## config.mk

```make
export PLATFORM = sky130hd
export DESIGN_NAME = picorv32_vec_mem_arbiter_flat
export DESIGN_NICKNAME = d
export VERILOG_FILES = /design/src/rtl/picorv32_vec_mem_arbiter_if.sv /design/src/rtl/picorv32_vec_mem_arbiter.sv /design/src/flat_wrapper.sv
export SDC_FILE = /design/constraint.sdc
export NUM_CORES = 1
export LEC_CHECK = 0
export ABC_AREA = 1
export CAP_MARGIN = 10
export CORE_AREA = 2 2 121 123
export CTS_CLUSTER_DIAMETER = 150
export DETAILED_ROUTE_END_ITERATION = 10
export DIE_AREA = 0 0 123 125
export GPL_TIMING_DRIVEN = 1
export PLACE_DENSITY_LB_ADDON = 0.08
export SLEW_MARGIN = 10
export SYNTH_ARGS = -nofsm -noshare
export SYNTH_HDL_FRONTEND = slang
export SYNTH_SLANG_ARGS = --single-unit
```

## constraint.sdc

```tcl
create_clock -name clk -period 1.61 [get_ports clk]
set_clock_uncertainty 0.1 [all_clocks]
set_input_delay 0.322 -clock clk [delete_from_list [all_inputs] [get_ports clk]]
set_output_delay 0.322 -clock clk [all_outputs]
set_load 0.05 [all_outputs]
```

## src/rtl/picorv32_vec_mem_arbiter_if.sv

```systemverilog
// Native picorv32-style memory bus: one request/response channel between a master and a slave.
// The arbiter uses the slave modport toward each requester and the master modport toward memory.
interface picorv32_vec_mem_arbiter_if;
  logic        mem_valid;
  logic        mem_instr;
  logic [31:0] mem_addr;
  logic [31:0] mem_wdata;
  logic [3:0]  mem_wstrb;
  logic        mem_ready;
  logic [31:0] mem_rdata;

  modport master (
    output mem_valid, mem_instr, mem_addr, mem_wdata, mem_wstrb,
    input  mem_ready, mem_rdata
  );

  modport slave (
    input  mem_valid, mem_instr, mem_addr, mem_wdata, mem_wstrb,
    output mem_ready, mem_rdata
  );
endinterface

```

## src/rtl/picorv32_vec_mem_arbiter.sv

```systemverilog
// Shares one memory port between the picorv32 core and the vector coprocessor.
// Round-robin with a bounded run of consecutive vector grants; one transaction in flight.
module picorv32_vec_mem_arbiter #(
  parameter int unsigned VEC_BURST = 4
) (
  input  logic                            clk,
  input  logic                            resetn,
  picorv32_vec_mem_arbiter_if.slave       cpu,
  picorv32_vec_mem_arbiter_if.slave       vec,
  picorv32_vec_mem_arbiter_if.master      mem,
  output logic [1:0]                      grant
);

  typedef enum logic [1:0] {
    ST_IDLE     = 2'b00,
    ST_CPU_BUSY = 2'b01,
    ST_VEC_BUSY = 2'b10
  } state_t;

  localparam logic [3:0] LP_BURST = 4'(VEC_BURST);

  state_t     r_state;
  logic       r_last_vec;
  logic [3:0] r_vec_run;

  state_t     w_state_next;
  logic       w_last_vec_next;
  logic [3:0] w_vec_run_next;
  logic [3:0] w_vec_run_inc;
  logic       w_pick_vec;
  logic       w_cpu_own;
  logic       w_vec_own;

  assign w_vec_run_inc = (r_vec_run == 4'hF) ? r_vec_run : r_vec_run + 4'd1;

  // Vector wins a contested IDLE cycle unless it already holds the port for a full run.
  assign w_pick_vec = vec.mem_valid &&
                      (!cpu.mem_valid || !r_last_vec || (r_vec_run < LP_BURST));

  always_ff @(posedge clk) begin
    if (!resetn) begin
      r_state    <= ST_IDLE;
      r_last_vec <= 1'b0;
      r_vec_run  <= 4'd0;
    end else begin
      r_state    <= w_state_next;
      r_last_vec <= w_last_vec_next;
      r_vec_run  <= w_vec_run_next;
    end
  end

  always_comb begin
    w_state_next    = r_state;
    w_last_vec_next = r_last_vec;
    w_vec_run_next  = r_vec_run;
    case (r_state)
      ST_IDLE: begin
        if (w_pick_vec) begin
          w_state_next    = ST_VEC_BUSY;
          w_last_vec_next = 1'b1;
          w_vec_run_next  = w_vec_run_inc;
        end else begin
          w_vec_run_next = 4'd0;
          if (cpu.mem_valid) begin
            w_state_next    = ST_CPU_BUSY;
            w_last_vec_next = 1'b0;
          end
        end
      end
      ST_CPU_BUSY, ST_VEC_BUSY: begin
        if (mem.mem_ready) begin
          w_state_next = ST_IDLE;
        end
      end
      default: w_state_next = ST_IDLE;
    endcase
  end

  assign w_cpu_own = (r_state == ST_CPU_BUSY);
  assign w_vec_own = (r_state == ST_VEC_BUSY);

  // The owner's request is passed through combinationally; the bus is quiet in IDLE.
  assign mem.mem_valid = (w_cpu_own & cpu.mem_valid) | (w_vec_own & vec.mem_valid);
  assign mem.mem_instr = w_cpu_own & cpu.mem_instr;
  assign mem.mem_addr  = w_cpu_own ? cpu.mem_addr  : (w_vec_own ? vec.mem_addr  : 32'd0);
  assign mem.mem_wdata = w_cpu_own ? cpu.mem_wdata : (w_vec_own ? vec.mem_wdata : 32'd0);
  assign mem.mem_wstrb = w_cpu_own ? cpu.mem_wstrb : (w_vec_own ? vec.mem_wstrb : 4'd0);

  assign cpu.mem_ready = w_cpu_own & mem.mem_ready;
  assign vec.mem_ready = w_vec_own & mem.mem_ready;
  assign cpu.mem_rdata = mem.mem_rdata;
  assign vec.mem_rdata = mem.mem_rdata;

  assign grant = r_state;

endmodule

```

## src/flat_wrapper.sv

```systemverilog
// flat-port wrapper written by rule: the top's interface ports become plain ports
module picorv32_vec_mem_arbiter_flat 
#(
  parameter int unsigned VEC_BURST = 4
)
  (clk, resetn, grant, cpu_mem_valid, cpu_mem_instr, cpu_mem_addr, cpu_mem_wdata, cpu_mem_wstrb, cpu_mem_ready, cpu_mem_rdata, vec_mem_valid, vec_mem_instr, vec_mem_addr, vec_mem_wdata, vec_mem_wstrb, vec_mem_ready, vec_mem_rdata, mem_mem_valid, mem_mem_instr, mem_mem_addr, mem_mem_wdata, mem_mem_wstrb, mem_mem_ready, mem_mem_rdata);
  picorv32_vec_mem_arbiter_if cpu_i ();
  picorv32_vec_mem_arbiter_if vec_i ();
  picorv32_vec_mem_arbiter_if mem_i ();
  input  logic clk;
  input  logic resetn;
  output logic [1:0] grant;
  input wire logic [$bits(cpu_i.mem_valid)-1:0] cpu_mem_valid;
  input wire logic [$bits(cpu_i.mem_instr)-1:0] cpu_mem_instr;
  input wire logic [$bits(cpu_i.mem_addr)-1:0] cpu_mem_addr;
  input wire logic [$bits(cpu_i.mem_wdata)-1:0] cpu_mem_wdata;
  input wire logic [$bits(cpu_i.mem_wstrb)-1:0] cpu_mem_wstrb;
  output wire logic [$bits(cpu_i.mem_ready)-1:0] cpu_mem_ready;
  output wire logic [$bits(cpu_i.mem_rdata)-1:0] cpu_mem_rdata;
  input wire logic [$bits(vec_i.mem_valid)-1:0] vec_mem_valid;
  input wire logic [$bits(vec_i.mem_instr)-1:0] vec_mem_instr;
  input wire logic [$bits(vec_i.mem_addr)-1:0] vec_mem_addr;
  input wire logic [$bits(vec_i.mem_wdata)-1:0] vec_mem_wdata;
  input wire logic [$bits(vec_i.mem_wstrb)-1:0] vec_mem_wstrb;
  output wire logic [$bits(vec_i.mem_ready)-1:0] vec_mem_ready;
  output wire logic [$bits(vec_i.mem_rdata)-1:0] vec_mem_rdata;
  output wire logic [$bits(mem_i.mem_valid)-1:0] mem_mem_valid;
  output wire logic [$bits(mem_i.mem_instr)-1:0] mem_mem_instr;
  output wire logic [$bits(mem_i.mem_addr)-1:0] mem_mem_addr;
  output wire logic [$bits(mem_i.mem_wdata)-1:0] mem_mem_wdata;
  output wire logic [$bits(mem_i.mem_wstrb)-1:0] mem_mem_wstrb;
  input wire logic [$bits(mem_i.mem_ready)-1:0] mem_mem_ready;
  input wire logic [$bits(mem_i.mem_rdata)-1:0] mem_mem_rdata;
  assign cpu_i.mem_valid = cpu_mem_valid;
  assign cpu_i.mem_instr = cpu_mem_instr;
  assign cpu_i.mem_addr = cpu_mem_addr;
  assign cpu_i.mem_wdata = cpu_mem_wdata;
  assign cpu_i.mem_wstrb = cpu_mem_wstrb;
  assign cpu_mem_ready = cpu_i.mem_ready;
  assign cpu_mem_rdata = cpu_i.mem_rdata;
  assign vec_i.mem_valid = vec_mem_valid;
  assign vec_i.mem_instr = vec_mem_instr;
  assign vec_i.mem_addr = vec_mem_addr;
  assign vec_i.mem_wdata = vec_mem_wdata;
  assign vec_i.mem_wstrb = vec_mem_wstrb;
  assign vec_mem_ready = vec_i.mem_ready;
  assign vec_mem_rdata = vec_i.mem_rdata;
  assign mem_mem_valid = mem_i.mem_valid;
  assign mem_mem_instr = mem_i.mem_instr;
  assign mem_mem_addr = mem_i.mem_addr;
  assign mem_mem_wdata = mem_i.mem_wdata;
  assign mem_mem_wstrb = mem_i.mem_wstrb;
  assign mem_i.mem_ready = mem_mem_ready;
  assign mem_i.mem_rdata = mem_mem_rdata;
  picorv32_vec_mem_arbiter #(.VEC_BURST(VEC_BURST)) u_core (.clk(clk), .resetn(resetn), .cpu(cpu_i), .vec(vec_i), .mem(mem_i), .grant(grant));
endmodule
```

==> impl_metrics.ini <==
[global_routing]
global_route_wire_length_before_repair_mm = 16.12
gr-total-overflow = 0
global_route.usage.total_pct = 13.12
antenna_violations_before_repair = 0
grt_max_degree = 35
vias_in_the_first_global_route = 3039

[clocking]
worst_setup_hold_path_clk_slew_ps = 40
tritoncts_buffer_count = 3
cts.hold.buffers_added = 0
max-clock-path-buffers = 2
cts_tree = built
ctsRootBufferMaster = clkbuf_16
cts.htree.levels = 1
cts.sinks = 7
clock_insertion_delay_worst_skew_ps = 230
cts_setup_buffers = 0

[min_path]
hp-class = register to register

[final_layout]
final-instance-count-excl-fill = 704
drive_above_1_share_pct = 45.77
multi_input_comb_area_mm2 = 0.002059
finalInstanceArea_mm2 = 0.005823
syn_to_final_growth_pct = 202.8
finish.utilization_pct = 41.00
diodes = 0
num-fill-cells = 1419
seqCellArea_um2 = 147.6
design.final.nets = 700

[sta]
final_max_slew_viol_count = 0
layout_min_cycle_time_ps = 1893
timing.final.ws_setup_ps = -283.4
finalSetupViolCount = 72
relSlewSlack_pct = 86.29
max_clock_freq_mhz = 528.1
hold_violations = 0
tightestPinTransition_ps = 205.4
rsz0062_at_grt = yes
final.hold.worst_slack_ps = 380.0
period_share_pct = 117.6
setup_tns_ps = -18120

[critical_path]
cp.arrival_ps = 1470
cp_launch_type = register
timing.critical_path.required_ps = 1190
worst-setup-path-type = register to primary output
crit_path_end_kind = primary output
critical_path_peak_fanout = 13

[run_status]
outcome = finished with violations
failed_checks = negative setup slack

[job]
cap_violations = 0

[logic_synthesis]
number_of_nets_in_the_synthesized_netlist = 542
postSynthRegisterBits = 7
syn_inst = 363
synthesis.yosys.warnings = 0
netlist-cell-type-count = 19
syn-cell-area_mm2 = 0.001923
syn_area_per_cell_um2 = 5.298
synth_sequential_area_ratio_pct = 7.287

[pwr]
power_frac_clock_pct = 9.3
seq_power_share_pct = 4.6
cell_internal_power_mw = 2.421
sw_frac_of_total_pct = 47.59
comb_power_share_pct = 86.1
power.density_cell_area_mw_per_mm2 = 793.4
p_switching_mw = 2.199
power.leakage_nw = 2.273
finalPower_mw = 4.620
vdd_ir_drop_max_v = 0.0005309

[die]
io_pins = 313
floorplan.die.width_um = 123
core_region_area_mm2 = 0.01420
floorplan.die_area_mm2 = 0.01538
chipHeight_um = 125
floorplan.initialDensity_pct = 13.54
placementRows = 44

[detailed_routing]
detailedRoute.firstIterationViolations = 79
drtAntennaViolNets = 0
drt-pass1-iter-count = 4
detail_route.vias_per_cell = 4.094
via_count = 2882
routed_wire_length_per_instance_um = 15.33
final_wirelength_mm = 10.79
drcViolationCount = 0

[placed_design]
portBuffers = 215
dp_worst_setup_slack_ps = -98.58
placedInstanceArea_mm2 = 0.005528
dp_hpwl_mm = 8.578
gp_congestion = 0.7582
dp.cells = 697
sequential cells by signal, indices dropped and copies added, names as in the netlist:
name	flops
u_core.r_vec_run	4
u_core.grant	2
u_core.r_last_vec	1
worst paths after layout:
kind | from | endpoint | slack (ps) | cells after the start
setup / recovery | u_core.grant[0] | mem_mem_addr[29] | -280 | 6
hold / removal | u_core.r_last_vec | u_core.r_last_vec | 380 | 2
setup reg to reg | u_core.grant[0] | u_core.r_vec_run[0] | 160 | 7
hold reg to reg | u_core.r_last_vec | u_core.r_last_vec | 380 | 2
cells in the final DEF (no fill, tap or decap), drive strengths merged:
cell type        n
dfxtp            7
inv             10
nor2             4
o21ai            2
nand4            3
buf             97
a21oi            7
a22o             1
nand3           72
clkdlybuf4s50  141
nand2          163
ha               4
clkinvlp         3
clkbuf           6
layer usage:
metal	track usage, %	share of wire (%)
met1	15.54	39
met2	23.14	50
met3	3.558	10
met4	3.342	1.8
met5	0	0
worst max-delay path, stage by stage, from the launching register on:
cell	delay, ps
dfxtp_4	350
inv_4	60
ha_4	250
clkbuf_16	240
nand3_2	110
nand2_4	90
buf_12	130
logic make-up after synthesis:
group / share of synthesized area, %
fa+ha+maj: 2.603
simple gates: 53.61
buf+inv: 33.12
compound gates: 3.383
flops: 7.287
cell usage after synthesis:
library cell,number,area (um2)
nand2_1,157,589.3
nand3_1,72,360.4
buf_4,67,503.0
inv_1,10,37.54
buf_2,8,40.04
clkbuf_1,8,30.03
dfxtp_1,7,140.1
a21oi_1,5,25.02
buf_1,4,15.01
ha_1,4,50.05
nand2_2,4,25.02
nor2_1,4,15.01
inv_2,3,11.26
nand4_1,3,18.77
a21oi_2,2,17.52
nand2_4,2,22.52
a22o_1,1,8.760
o21ai_0,1,5.000
o21ai_2,1,8.760
cell type report:
cell class	count	share of cell area (%)
inverter	13	1.246
timing repair buffer	240	55.54
tap	184	3.954
sequential	7	2.535
multi-input combinational	256	35.37
clock buffer	4	1.354
power by group through the flow:
stage	Clock (mW)	Sequential, mW	Combinational (mW)
2_1_floorplan	0	0.237	2.37
3_3_place_gp	0	0.212	3.86
3_5_place_dp	0	0.213	3.87
4_1_cts	0.445	0.214	3.95
5_1_grt	0.454	0.217	4.16
6_report	0.430	0.213	3.98
what timing repair did:
item,in CTS,in global routing
pin swaps,2,2
setup endpoints to repair,72,72
cloned,0,3
gates resized for setup,26,9
Power figures use the tool's default switching activity.
